File: config.mk
export PLATFORM = sky130hd
export DESIGN_NAME = poly_horner_fxp
export DESIGN_NICKNAME = d
export VERILOG_FILES = /design/src/rtl/nla_pkg.sv /design/src/rtl/fxp_mac.sv /design/src/rtl/poly_horner_fxp.sv
export SDC_FILE = /design/constraint.sdc
export NUM_CORES = 2
export LEC_CHECK = 0
export BUFFER_PORTS_ARGS = -buffer_cell sky130_fd_sc_hd__buf_4
export CAP_MARGIN = 10
export CORE_ASPECT_RATIO = 1.2
export CORE_UTILIZATION = 60
export CTS_BUF_LIST = sky130_fd_sc_hd__clkbuf_8
export CTS_CLUSTER_SIZE = 25
export DETAILED_ROUTE_END_ITERATION = 8
export HOLD_SLACK_MARGIN = 0.06
export PLACE_DENSITY = 0.81
export RECOVER_POWER = 25
export SLEW_MARGIN = 20
export SYNTH_ARGS = -nofsm -noshare
export SYNTH_HDL_FRONTEND = slang
export SYNTH_SLANG_ARGS = --single-unit
File: constraint.sdc
create_clock -name clk_n -period 14.7 [get_ports clk_n]
set_input_delay 2.94 -clock clk_n [delete_from_list [all_inputs] [get_ports clk_n]]
set_output_delay 2.94 -clock clk_n [all_outputs]
set_load 0.005 [all_outputs]
File: src/rtl/nla_pkg.sv
// Shared types and constants for the fixed-point nonlinear arithmetic blocks.
// Provides the Horner FSM state encoding and the signed saturation bounds.
package nla_pkg;

    localparam int DEF_WIDTH   = 32;
    localparam int DEF_FRAC    = 16;
    localparam int DEF_MAX_DEG = 7;

    typedef enum logic [1:0] {
        ST_IDLE = 2'd0,
        ST_STEP = 2'd1,
        ST_DONE = 2'd2
    } poly_state_t;

    // Signed range of a w-bit two's complement word (valid for w <= 63).
    function automatic longint sat_hi(input int w);
        return (longint'(1) <<< (w - 1)) - longint'(1);
    endfunction

    function automatic longint sat_lo(input int w);
        return -(longint'(1) <<< (w - 1));
    endfunction

endpackage

File: src/rtl/fxp_mac.sv
// One Horner step: y = sat(round((acc * x) >>> FRAC) + coef), with a clamp flag.
// Purely combinational; the caller registers y and accumulates the flag.
module fxp_mac
    import nla_pkg::*;
#(
    parameter int WIDTH = DEF_WIDTH,
    parameter int FRAC  = DEF_FRAC
) (
    input  logic signed [WIDTH-1:0] acc,
    input  logic signed [WIDTH-1:0] x,
    input  logic signed [WIDTH-1:0] coef,
    output logic signed [WIDTH-1:0] y,
    output logic                    sat
);

    localparam int PW = 2 * WIDTH;
    localparam int SW = WIDTH + 2;

    localparam logic signed [PW-1:0] RND  = PW'(1) <<< (FRAC - 1);
    localparam logic signed [PW-1:0] P_HI = PW'(1) <<< WIDTH;
    localparam logic signed [PW-1:0] P_LO = -P_HI;
    localparam logic signed [SW-1:0] T_HI = SW'(1) <<< WIDTH;
    localparam logic signed [SW-1:0] T_LO = -T_HI;
    localparam logic signed [SW-1:0] Y_HI = SW'(sat_hi(WIDTH));
    localparam logic signed [SW-1:0] Y_LO = SW'(sat_lo(WIDTH));

    logic signed [PW-1:0] prod;
    logic signed [PW-1:0] shifted;
    logic signed [SW-1:0] term;
    logic signed [SW-1:0] sum;

    // The scaled product is pinned to +/-2^WIDTH before the narrow add: any
    // value beyond that saturates for every legal coefficient, so the WIDTH+2
    // bit sum never wraps.
    always_comb begin
        prod    = PW'(acc) * PW'(x);
        shifted = (prod + RND) >>> FRAC;
        if (shifted > P_HI) begin
            term = T_HI;
        end else if (shifted < P_LO) begin
            term = T_LO;
        end else begin
            term = SW'(shifted);
        end
        sum = term + SW'(coef);
        sat = 1'b0;
        if (sum > Y_HI) begin
            y   = WIDTH'(Y_HI);
            sat = 1'b1;
        end else if (sum < Y_LO) begin
            y   = WIDTH'(Y_LO);
            sat = 1'b1;
        end else begin
            y   = WIDTH'(sum);
        end
    end

endmodule

File: src/rtl/poly_horner_fxp.sv
// Sequential Horner evaluator of a signed fixed-point polynomial, one MAC per
// falling edge, with a writable coefficient bank and valid/ready job handshake.
module poly_horner_fxp
    import nla_pkg::*;
#(
    parameter int WIDTH   = DEF_WIDTH,
    parameter int FRAC    = DEF_FRAC,
    parameter int MAX_DEG = DEF_MAX_DEG,
    parameter int AW      = $clog2(MAX_DEG + 1)
) (
    input  logic                    clk_n,
    input  logic                    rst,
    input  logic                    coef_we,
    input  logic [AW-1:0]           coef_addr,
    input  logic signed [WIDTH-1:0] coef_wdata,
    input  logic [AW-1:0]           degree,
    input  logic                    in_valid,
    output logic                    in_ready,
    input  logic signed [WIDTH-1:0] in_x,
    output logic                    out_valid,
    input  logic                    out_ready,
    output logic signed [WIDTH-1:0] out_y,
    output logic                    out_sat,
    output logic                    busy,
    output poly_state_t             fsm_state
);

    // Handshakes: a transfer happens on a falling edge where valid and ready
    // are both high; valid holds its payload stable until that edge.

    localparam logic [AW-1:0] DEG_MAX  = AW'(MAX_DEG);
    localparam bit            FULL_MAP = ((MAX_DEG + 1) == (1 << AW));
    localparam logic [AW-1:0] ONE      = AW'(1);

    poly_state_t             state;
    logic signed [WIDTH-1:0] coef_mem [MAX_DEG+1];
    logic signed [WIDTH-1:0] acc;
    logic signed [WIDTH-1:0] x_q;
    logic [AW-1:0]           k;
    logic                    sat_run;

    logic [AW-1:0]           d_sel;
    logic [AW-1:0]           k_m1;
    logic                    addr_ok;
    logic signed [WIDTH-1:0] mac_y;
    logic                    mac_sat;

    always_comb begin
        addr_ok = FULL_MAP || (int'(coef_addr) <= MAX_DEG);
        d_sel   = (FULL_MAP || (int'(degree) <= MAX_DEG)) ? degree : DEG_MAX;
        k_m1    = k - ONE;
    end

    fxp_mac #(
        .WIDTH (WIDTH),
        .FRAC  (FRAC)
    ) u_mac (
        .acc  (acc),
        .x    (x_q),
        .coef (coef_mem[k_m1]),
        .y    (mac_y),
        .sat  (mac_sat)
    );

    always_ff @(negedge clk_n) begin
        if (rst) begin
            state     <= ST_IDLE;
            acc       <= '0;
            x_q       <= '0;
            k         <= '0;
            sat_run   <= 1'b0;
            out_y     <= '0;
            out_valid <= 1'b0;
            out_sat   <= 1'b0;
            for (int i = 0; i <= MAX_DEG; i++) begin
                coef_mem[i] <= '0;
            end
        end else begin
            // A job accepted on this same edge reads the old word via NBA ordering.
            if ((state == ST_IDLE) && coef_we && addr_ok) begin
                coef_mem[coef_addr] <= coef_wdata;
            end
            unique case (state)
                ST_IDLE: begin
                    if (in_valid) begin
                        x_q     <= in_x;
                        acc     <= coef_mem[d_sel];
                        k       <= d_sel;
                        sat_run <= 1'b0;
                        if (d_sel == '0) begin
                            state     <= ST_DONE;
                            out_valid <= 1'b1;
                            out_y     <= coef_mem[d_sel];
                            out_sat   <= 1'b0;
                        end else begin
                            state <= ST_STEP;
                        end
                    end
                end
                ST_STEP: begin
                    acc     <= mac_y;
                    sat_run <= sat_run | mac_sat;
                    k       <= k_m1;
                    if (k == ONE) begin
                        state     <= ST_DONE;
                        out_valid <= 1'b1;
                        out_y     <= mac_y;
                        out_sat   <= sat_run | mac_sat;
                    end
                end
                ST_DONE: begin
                    if (out_ready) begin
                        state     <= ST_IDLE;
                        out_valid <= 1'b0;
                    end
                end
                default: begin
                    state     <= ST_IDLE;
                    out_valid <= 1'b0;
                end
            endcase
        end
    end

    assign in_ready  = (state == ST_IDLE);
    assign busy      = (state != ST_IDLE);
    assign fsm_state = state;

endmodule

==> flow_summary.toml <==
[setup_path]
reg2reg_to = "out_y[17]"
reg2reg_depth = 42
cp_top_family = "adder cells"
cp.required_ns = 22.62
cp_common_cell = "fa_1"
critPathLaunch = "x_q[5]"
path_buf_inv = 7
r2r_slack_ns = 0.92
crit_fanout = 27
critPathArrivalTime_ns = 21.71
endpoint = "out_y[17]"
reg2reg_from = "x_q[5]"
cp.depth = 42
worst_setup_path_start_kind = "flip-flop"
cpPeakStageDelay_ns = 1.01
cp_slowest_cell = "fa_1"
crit_path_end_kind = "flip-flop"
critPathKind = "flip-flop to flip-flop"

[logic_synthesis]
synth_top_cell_by_area = "fa_1"
synth_seq_cells = 360
ys_warn_count = 0
netlist_area_sq_um = 55800
ys_seq_area_share_pct = 17.5
synth_edf_count = 256
synth.top_cell.area_share_pct = 38.9
ys_dominant_reg_cell = "edfxtp_1"
synth.distinct_cells = 89
synth.net_count = 6885
ys_top_cells_by_count = "fa_1, inv_1, and2_1"
syn_avg_cell_area_sq_um = 10.1
async_flop_share_pct = 0
synth.most_common_cell = "fa_1"
syn_inst = 5515
ys_top_cells_by_area = "fa_1, edfxtp_1, and2_1, inv_1, mux4_2"

[sta]
timing.final.ws_setup_ns = 0.919
tightestPinTransition_ns = 3.98
finClkSkew_ns = 0.0665
hold_viol = 0
post-route-period-util_pct = 93.8
max_freq_ghz = 0.0726
setup_violations = 0
slew_headroom_pct = -166
finalCriticalPeriod_ns = 13.78
final-max-slew-violation-count = 261
fin_tns_setup_ns = 0
rsz0062_at_grt = "false"
whs_ns = 0.458

[cts]
clkTransAtPathRegs_ns = 0.05
htree_levels = 3
cts_setup_buffers = 0
clock-root-buffer = "clkbuf_8"
cts_sinks = 360
tritoncts = "built"
clockBufferDepth = 3
clock_latency_ns = 0.70
cts_buffers = 67

[power_and_ir_drop]
power_uw = 13200
ir_drop_uv = 372
powerDensity_nw_per_um2 = 219
cellLeakagePower_uw = 0.0287
pwr-share-clk_pct = 11.1
seqPwrFrac_pct = 11.0
switching_share_pct = 57.5
cell_internal_pwr_uw = 5630
pwr-share-comb_pct = 77.9
power.switching_uw = 7600

[global_routing]
grt_pass1_wl_um = 245000
track_usage_pct = 33.9
grt_max_degree = 92
grt_overflow_total = 0
antenna_found_initial = 6
grt_pass1_vias = 46700

[placed_design]
io_buffer_count = 112
dp_hpwl_um = 115000
routabilityCongestion = 0.956
pre_cts_slack_ns = 1.05

[outcome]
failed_checks = "max-capacitance violations, max-slew violations"
status = "complete, but fails checks"

[detailed_routing]
drtAntennaViolNets = 0
drt_iter0_drc = 3662
routedWlPerCell_um = 21.7
finalWirelength_um = 155000
vias_per_cell = 5.95
firstDrtPassIters = 6
vias = 42300
drc_errors = 0

[floorplan]
die-area_sq_um = 94200
start_util_pct = 60.5
core_sq_um = 92200
die_h_um = 336
die_w_um = 280
num_io_pins = 113
row_count = 122

[cells_and_area]
fin_nets = 7189
drive_gt1_share_pct = 9.37
syn2layout_area_growth_pct = 8.13

[min_path]
hp-class = "flip-flop to flip-flop"
whs_path_depth = 2

[job]
cap_violations = 7
[placed cells by master, fill, tap and decap left out, types with 19 or more instances in the layout]
master,n
fa_1,1083
nand3_1,29
inv_1,1324
edfxtp_1,256
a211oi_1,51
o21ai_0,96
mux2_2,65
a21o_1,32
a311oi_1,28
nand2_1,663
ha_1,211
and2_0,66
clkbuf_8,67
buf_4,188
dfxtp_1,93
nand2b_1,21
nor2_1,183
mux4_2,128
nor2b_1,20
a21oi_1,168
and2_1,710
nand4_1,19
xnor2_1,52
xor2_1,26
[layer usage]
layer	up-vias	track usage, %	share of wire, %
met4	10	16.1	4.6
met1	21300	40.6	35
li1	17800	-	-
met2	2531	58.1	51
met5	-	0	0.042
met3	582	7.79	10
[registers in the layout, indices dropped and copies added (netlist names), 2 cells and up]
name,count
coef_mem,256
acc,32
out_y,32
x_q,32
k,3
fsm_state,2
[layout make-up]
class / count / area, sq um
tap: 1240 / 1550
clock buffer: 67 / 922
sequential: 360 / 9790
clock inverter: 411 / 1760
inverter: 946 / 3550
fill: 6908 / 31900
timing repair buffer: 199 / 1480
multi-input combinational: 3885 / 41300
antenna: 1 / 2.50
[what timing repair did]
item / in CTS / in global routing
hold buffers: 0 / 0
setup endpoints to repair: 0 / 8
gates resized for setup: 0 / 1
[worst register-to-register path: cells and delay by family (launching register included)]
family / cells / cell delay (ns)
buf+inv: 7 / 1.25
simple gates: 8 / 1.72
fa+ha+maj: 11 / 5.77
flops: 1 / 0.88
compound gates: 16 / 4.05
[stage by stage]
| stage | util, % | instances | cell area [sq um] |
|---|---|---|---|
| finish | 65.4 | 7109 | 60300 |
| CTS | 65.4 | 7107 | 60300 |
| global route | 65.4 | 7109 | 60300 |
| detailed placement | 62.5 | 6630 | 57700 |
| floorplan | - | 5515 | 55800 |
| global placement | 62.5 | 6630 | 57600 |
[worst min path at each step]
stage	startpoint	to	slack, ns
after global routing	x_q[24]	x_q[24]	0.48
final	x_q[28]	x_q[28]	0.46
after global placement	x_q[28]	x_q[28]	0.44
after CTS	x_q[28]	x_q[28]	0.46
after detailed placement	x_q[28]	x_q[28]	0.45
after floorplan	out_y[31]	out_y[31]	0.45
[power by group through the flow]
| stage | sequential, uW | clock, uW | combinational (uW) |
|---|---|---|---|
| floorplan | 1250 | 146 | 7260 |
| global placement | 1440 | 146 | 9980 |
| detailed placement | 1450 | 146 | 10000 |
| CTS | 1440 | 1460 | 10200 |
| global route | 1460 | 1560 | 11300 |
| finish | 1450 | 1460 | 10300 |
[cells by family (layout without fill, tap and decap cells)]
logic type                 Yosys count  in the layout  synth area share, %
other                                0              1                    0
AOI/OAI and AO/OA                  506            506                 5.84
buffers and inverters             1270           1623                 8.62
DFF                                360            360                 17.5
xor gates and xnor gates            83             83                 1.37
and+or+nand+nor                   1802           1802                 16.5
muxes                              199            199                 6.59
adders and majority gates         1295           1295                 43.6
Note: power is estimated with default switching activity, not from simulation.
